### src/rtl/void_display_task.sv
// Formatted-display trace engine: renders a 32-bit word as HEX, DEC, BIN or ASCII, one character per clock.
// Define VOID_DISPLAY_PRINT_EN to route characters to the simulator console; otherwise emit_char is empty.
module void_display_task (
    input  logic        clk,
    input  logic        rst,
    input  logic [31:0] data_in,
    input  logic [1:0]  format_sel,
    input  logic        display_en,
    output logic        display_busy
);

    typedef enum logic [2:0] {
        IDLE,
        LOAD,
        CONV,
        EMIT,
        DONE
    } state_t;

    localparam logic [1:0] FMT_HEX = 2'b00;
    localparam logic [1:0] FMT_DEC = 2'b01;
    localparam logic [1:0] FMT_BIN = 2'b10;
    localparam logic [1:0] FMT_ASC = 2'b11;

    localparam logic [4:0] CONV_LAST = 5'd31;
    localparam logic [7:0] CHAR_NL   = 8'h0A;

    state_t      state;
    state_t      state_nx;

    logic [31:0] data_r;
    logic [1:0]  fmt_r;
    logic [39:0] bcd_r;
    logic [5:0]  char_cnt;
    logic [4:0]  conv_cnt;

    logic        emit_vld;
    logic [7:0]  emit_byte;
    logic [3:0]  dec_digit;
    logic [71:0] dabble_shift;

    function automatic logic [7:0] hex_char(input logic [3:0] nib);
        if (nib < 4'd10)
            return 8'h30 + {4'h0, nib};
        else
            return 8'h37 + {4'h0, nib};
    endfunction

    function automatic logic [7:0] ascii_char(input logic [7:0] b);
        if (b >= 8'h20 && b <= 8'h7E)
            return b;
        else
            return 8'h2E;
    endfunction

    // Double-dabble correction: every BCD digit of 5 or more gets +3 before the shift.
    function automatic logic [39:0] dabble_adjust(input logic [39:0] bcd);
        logic [39:0] r;
        r = bcd;
        for (int i = 0; i < 10; i++) begin
            if (r[i*4 +: 4] >= 4'd5)
                r[i*4 +: 4] = r[i*4 +: 4] + 4'd3;
        end
        return r;
    endfunction

    function automatic logic [5:0] last_index(input logic [1:0] fmt);
        case (fmt)
            FMT_HEX: return 6'd7;
            FMT_DEC: return 6'd9;
            FMT_BIN: return 6'd31;
            default: return 6'd3;
        endcase
    endfunction

    function void emit_char(input byte c);
`ifdef VOID_DISPLAY_PRINT_EN
        $write("%c", c);
`endif
    endfunction

    always_comb begin
        state_nx = state;
        case (state)
            IDLE: if (display_en) state_nx = LOAD;
            LOAD: state_nx = (fmt_r == FMT_DEC) ? CONV : EMIT;
            CONV: if (conv_cnt == CONV_LAST) state_nx = EMIT;
            EMIT: if (char_cnt == 6'd0) state_nx = DONE;
            DONE: state_nx = IDLE;
            default: state_nx = IDLE;
        endcase
    end

    always_comb begin
        dec_digit = 4'h0;
        for (int i = 0; i < 10; i++) begin
            if (char_cnt == i[5:0])
                dec_digit = bcd_r[i*4 +: 4];
        end
    end

    always_comb begin
        emit_vld  = (state == EMIT) || (state == DONE);
        emit_byte = CHAR_NL;
        if (state == EMIT) begin
            case (fmt_r)
                FMT_HEX: emit_byte = hex_char(data_r[{char_cnt[2:0], 2'b00} +: 4]);
                FMT_DEC: emit_byte = {4'h3, dec_digit};
                FMT_BIN: emit_byte = data_r[char_cnt[4:0]] ? 8'h31 : 8'h30;
                FMT_ASC: emit_byte = ascii_char(data_r[{char_cnt[1:0], 3'b000} +: 8]);
                default: emit_byte = CHAR_NL;
            endcase
        end
    end

    assign dabble_shift = {dabble_adjust(bcd_r), data_r} << 1;

    // Control state: FSM, counters and the registered busy flag.
    always_ff @(posedge clk) begin
        if (rst) begin
            state        <= IDLE;
            display_busy <= 1'b0;
            char_cnt     <= '0;
            conv_cnt     <= '0;
        end else begin
            state        <= state_nx;
            display_busy <= (state_nx != IDLE);
            case (state)
                LOAD: begin
                    char_cnt <= last_index(fmt_r);
                    conv_cnt <= '0;
                end
                CONV: conv_cnt <= conv_cnt + 5'd1;
                EMIT: if (char_cnt != 6'd0) char_cnt <= char_cnt - 6'd1;
                default: ;
            endcase
        end
    end

    // Datapath: request latch and the shared double-dabble shift register.
    always_ff @(posedge clk) begin
        case (state)
            IDLE: begin
                if (display_en) begin
                    data_r <= data_in;
                    fmt_r  <= format_sel;
                end
            end
            LOAD: bcd_r <= '0;
            CONV: begin
                bcd_r  <= dabble_shift[71:32];
                data_r <= dabble_shift[31:0];
            end
            default: ;
        endcase
    end

    // A reset edge abandons the line, so nothing is emitted on it.
    always_ff @(posedge clk) begin
        if (!rst && emit_vld)
            emit_char(emit_byte);
    end

endmodule

### config.mk
export PLATFORM = sky130hd
export DESIGN_NAME = void_display_task
export DESIGN_NICKNAME = d
export VERILOG_FILES = /design/src/rtl/void_display_task.sv
export SDC_FILE = /design/constraint.sdc
export NUM_CORES = 1
export LEC_CHECK = 0
export CAP_MARGIN = 15
export CORE_ASPECT_RATIO = 0.9
export CORE_MARGIN = 2
export CORE_UTILIZATION = 35
export CTS_CLUSTER_DIAMETER = 200
export DETAILED_ROUTE_END_ITERATION = 8
export HOLD_SLACK_MARGIN = 0.02
export MAX_ROUTING_LAYER = met4
export PLACE_DENSITY = 0.72
export SYNTH_ARGS = -nofsm -noshare
export SYNTH_HDL_FRONTEND = slang
export SYNTH_SLANG_ARGS = --single-unit
### constraint.sdc
create_clock -name clk -period 4.25 [get_ports clk]
set_input_delay 0.425 -clock clk [delete_from_list [all_inputs] [get_ports clk]]
set_output_delay 0.425 -clock clk [all_outputs]
set_load 0.03 [all_outputs]
; ---- Word level (Yosys, flattened, before mapping)
; Cells that the tools add are included.
[op_classes]
add_sub_neg = 2
n_eq_ne = 7
muxes = 9
n_reduce_logical = 9
[ops]
columns = cell, count
row1 = 5-bit case mux with 3 select lines, 1
row2 = 3-bit case mux with 4 select lines, 1
row3 = 6-bit case mux with 2 select lines, 1
row4 = 5-bit case mux with 2 select lines, 1
row5 = 3-bit 2-to-1 mux, 3
row6 = 3-bit by 2-bit equality test with 1-bit output (second input constant), 2
row7 = 6-bit logical NOT, 1
row8 = 6-bit 2-to-1 mux, 1
row9 = 6-bit nonzero test, 1
row10 = 6-bit by 1-bit subtractor with 6-bit output (second input constant), 1
row11 = 5-bit by 1-bit adder with 5-bit output (second input constant), 1
row12 = 5-bit equality test (second input constant), 1
row13 = 2-bit AND reduction, 2
row14 = 2-bit nonzero test, 2
row15 = 3-bit by 1-bit equality test with 1-bit output (second input constant), 1
row16 = 3-bit logical NOT, 1
row17 = 3-bit nonzero test, 1
row18 = 2-bit by 1-bit equality test with 1-bit output (second input constant), 1
row19 = 2-bit equality test (second input constant), 1
row20 = 2-bit logical NOT, 1
row21 = 2-bit by 1-bit inequality test with 1-bit output (second input constant), 1
row22 = 1-bit 2-to-1 mux, 1
[totals]
ff_bits = 17
input_bits = 37
out_inout_bits = 1
elab_cells = 32

; ---- Logic depth before layout (Yosys ltp)
[depth]
depth_word = 4
ltp_mapped = 6
mapped_depth_nobuf = 6

; ---- Least setup slack after synthesis
; OpenSTA, ideal clock, no wires.
[synth_path]
path_type = register -> register
startpoint = reg char_cnt[0]
endpoint = reg char_cnt[5]
setup_time_ns = 0.119
arrival_time_ns = 1.325
required_ns = 4.131
setup_slack_ns = 2.806
path_stages_with_launch = 7
path_buffers = 0
synth_period_minus_slack_ns = 1.444
cell_sequence = dfxtp_1 inv_1 ha_1 nor4b_4 a31oi_2 and3_1 o221a_1
[synth_via]
elab_chain_len = 3
word_cells_on_any_way = 6
classes_between = add/sub: 1 / eq/ne: 1 / mux: 2 / reduce/logical: 2
[synth_lines]
columns = element, line_no
row1 = from (decl), 34  ; logic [5:0] char_cnt;
row2 = from (signal assigned), 130  ; char_cnt <= last_index(fmt_r);
row3 = from (signal assigned), 134  ; EMIT: if (char_cnt != 6'd0) char_cnt <= char_cnt - 6'd1;
row4 = 6-bit by 1-bit subtractor with 6-bit output / 6-bit nonzero test (equally long branches), 134
row5 = 6-bit 2-to-1 mux / 2-bit by 1-bit inequality test with 1-bit output (equally long branches), n/a
row6 = 6-bit case mux with 2 select lines / 2-bit AND reduction (equally long branches), n/a
; Several ways; a longest one is shown, not always the timed one. The select of a mux whose other input is x is not followed.
; A chain may end at the register's enable or synchronous reset.

; ---- Worst setup path in the final report
[layout_path]
startpoint = reg display_busy
endpoint = out display_busy
[layout_lines]
columns = element, line_no
row1 = from (decl), 9  ; output logic display_busy
row2 = from (signal assigned), 127  ; display_busy <= (state_nx != IDLE);
; No word-level cell between the ends.

==> flow_metrics.env <==
export IMPL_vias=839
export IMPL_hold_start="char_cnt[1]$_SDFFE_PP0P_"
export IMPL_hold_viol=0
export IMPL_hp_class="reg -> reg"
export IMPL_fin_crit_ns=1.71
export IMPL_wl_mm=1.89
export IMPL_cts_made_buffers=3
export IMPL_ys_ff_latch=17
export IMPL_antennaDiodeCount=0
export IMPL_cpMaxStageDelayCell="clkdlybuf4s50_1"
export IMPL_maxSlewViolCount=0
export IMPL_coreArea_mm2=0.00273
export IMPL_syn_instance_count=116
export IMPL_postCtsSetupBuffers=0
export IMPL_wl_per_cell_um=11.8
export IMPL_startpoint_type="flip-flop"
export IMPL_cpPeakStageDelay_ns=0.66
export IMPL_remaining_drc_errors=0
export IMPL_hold_path_endpoint="char_cnt[1]$_SDFFE_PP0P_"
export IMPL_whs_ns=0.486
export IMPL_die_h_um=54.8
export IMPL_post_cts_resized=0
export IMPL_io_pins=38
export IMPL_yosys_warnings=0
export IMPL_rsz0062_at_grt="no"
export IMPL_setup_tns_final_ns=0
export IMPL_yosysSeqAreaShare_pct=36.0
export IMPL_cts_clk_slew_worst_paths_ns=0.11
export IMPL_skew_ns=0.00524
export IMPL_powerDensity_mw_per_mm2=342
export IMPL_critPathTopFamily="buffers and inverters"
export IMPL_htree_num_levels=1
export IMPL_gp_congestion=0.812
export IMPL_reg2reg_from="state[1]$_SDFF_PP0_"
export IMPL_fin_area_mm2=0.00111
export IMPL_finalCritPeriodShare_pct=40.3
export IMPL_ctsHoldBuffers=0
export IMPL_synth_area_mm2=0.00100
export IMPL_num_rows=18
export IMPL_r2r_slack_ns=2.55
export IMPL_initial_core_util_pct=36.8
export IMPL_gr_total_overflow=0
export IMPL_max_slew_margin_pct=59.6
export IMPL_critPathBufInv=1
export IMPL_ys_types=33
export IMPL_placed_area_mm2=0.00108
export IMPL_grt_pass1_wl_mm=3.25
export IMPL_final_cell_mix="dfxtp_1 (15), a21oi_1 (11), o21ai_0 (11), nor2_1 (10), ha_1 (9)"
export IMPL_dp_hpwl_mm=1.38
export IMPL_arrival_ns=1.29
export IMPL_clock_sinks=17
export IMPL_synth_nets=162
export IMPL_cts_tree="done"
export IMPL_rr_endpoint="char_cnt[3]$_SDFFE_PP0P_"
export IMPL_clockBufferDepth=2
export IMPL_multi_input_area_um2=594
export IMPL_area_growth_pct=10.6
export IMPL_port_buffers=5
export IMPL_status="completed"
export IMPL_grt_pass1_vias=733
export IMPL_antenna_found_initial=0
export IMPL_nets=167
export IMPL_grt_max_degree=21
export IMPL_cts_root_buffer="clkbuf_4"
export IMPL_seqCellArea_um2=360
export IMPL_first_pass_iters=4
export IMPL_nFillCells=273
export IMPL_path_class="reg -> out"
export IMPL_path_cells="clkdlybuf4s50_1"
export IMPL_vias_per_cell=5.24
export IMPL_r2r_cells=4
export IMPL_die_w_um=60.4
export IMPL_drtIter0Drc=17
export IMPL_dieArea_mm2=0.00331
export IMPL_hold_depth=2
export IMPL_grt_usage_pct=13.7
export IMPL_layout_commonest_cell="dfxtp_1"
export IMPL_irDropWorstVdd_mv=0.196
export IMPL_cp_end_kind="output port"
export IMPL_max_clock_freq_mhz=584
export IMPL_clkLatencyLatePin_ns=0.29
export IMPL_p_leak_nw=0.452
export IMPL_ant_nets=0
export IMPL_cap_viol_max_count=0
export IMPL_setup_violations=0
export IMPL_critical_path_max_fanout=1
export IMPL_worst_slew_pin_slew_ns=0.605
export IMPL_avgSynthCellArea_um2=8.64
export IMPL_worstPathRequired_ns=3.83
export IMPL_drive_gt1_share_pct=6.67
export IMPL_finalNonFillerCells=160
export IMPL_dp_cells=156
-- cell usage after synthesis, drive strengths merged --
master	number	share of area (%)
nand3b	1	0.75
inv	7	2.6
dfxtp	15	30
clkbuf	3	1.1
ha	9	11
o31a	2	1.7
nor2b	5	3.1
nor3	5	2.5
nand4b	1	0.87
a2bb2oi	2	1.7
a31o	1	0.87
buf	2	1.0
nor3b	2	1.5
nor4b	3	4.1
o221a	1	1.1
edfxtp	2	6.0
mux2	1	1.1
a21oi	11	5.5
nand2b	1	0.62
nand2	5	1.9
nor2	10	3.7
mux2i	1	1.0
a31oi	2	1.9
a21o	1	0.75
o21ai	11	5.5
and3b	1	0.87
and2	5	3.1
or3	1	0.62
nand3	1	0.50
and3	3	1.9
a211oi	1	0.75
-- metal layers --
layer  global-route usage, %  part of all wire [%]  vias up
met1                    17.2                    47      392
met4                    7.78                   2.2        0
met2                    21.6                    46       23
met3                    1.65                   4.6        4
li1                        -                     -      420
met5                       -                     0        -
-- how the worst max path moves through the flow --
stage | startpoint | to | slack [ns] | depth (start not counted)
final | display_busy$_SDFF_PP0_ | display_busy | 2.54 | 1
after global routing | state[1]$_SDFF_PP0_ | char_cnt[2]$_SDFFE_PP0P_ | 2.35 | 4
after CTS | display_busy$_SDFF_PP0_ | display_busy | 2.53 | 1
after detailed placement | display_en | fmt_r[0]$_DFFE_PP_ | 2.53 | 2
after global placement | display_en | fmt_r[0]$_DFFE_PP_ | 2.54 | 2
after floorplan | char_cnt[0]$_SDFFE_PP0P_ | char_cnt[5]$_SDFFE_PP0P_ | 2.81 | 6
-- state kept, by name, summed over array words and instances (netlist names) --
register	cells
display_busy	1
state	3
conv_cnt	5
fmt_r	2
char_cnt	6
-- where the power goes --
| group | switching, W | leakage [nW] | total, W | internal, W |
|---|---|---|---|---|
| clock network | 0.0000541 | 0.0177 | 0.0000892 | 0.0000350 |
| registers | 0.0000223 | 0.141 | 0.000199 | 0.000176 |
| logic | 0.0000462 | 0.293 | 0.0000914 | 0.0000451 |
-- stage by stage --
stage,worst slack (ns),total power [W],util (%)
2_1_floorplan,2.81,0.000271,-
3_3_place_gp,2.54,0.000289,39.7
3_5_place_dp,2.53,0.000294,39.7
4_1_cts,2.53,0.000382,40.7
5_1_grt,2.35,0.000404,40.7
6_report,2.54,0.000379,40.7
-- cell families after synthesis --
group           count (synthesis)  synth area share, %
compound gates                 32                 19.9
fa+ha+maj                       9                 11.2
buf+inv                        12                 4.74
flops                          17                 36.0
simple gates                   44                 26.1
mux                             2                 2.12
-- tightest hold or removal path, delay by kind of cell (launching register included) --
family           cells  cell delay (ns)
flip-flops           1             0.34
AND/OR/NAND/NOR      1             0.06
AO/OA/AOI/OAI        1             0.05
-- layout make-up --
| cell class | count | share of cell area (%) |
|---|---|---|
| Multi-Input combinational cell | 87 | 53.6 |
| Sequential cell | 17 | 32.5 |
| Timing Repair Buffer | 5 | 4.51 |
| Tap cell | 40 | 4.51 |
| Inverter | 7 | 2.37 |
| Clock buffer | 3 | 2.03 |
| Clock inverter | 1 | 0.451 |
Power figures use the tool's default switching activity.
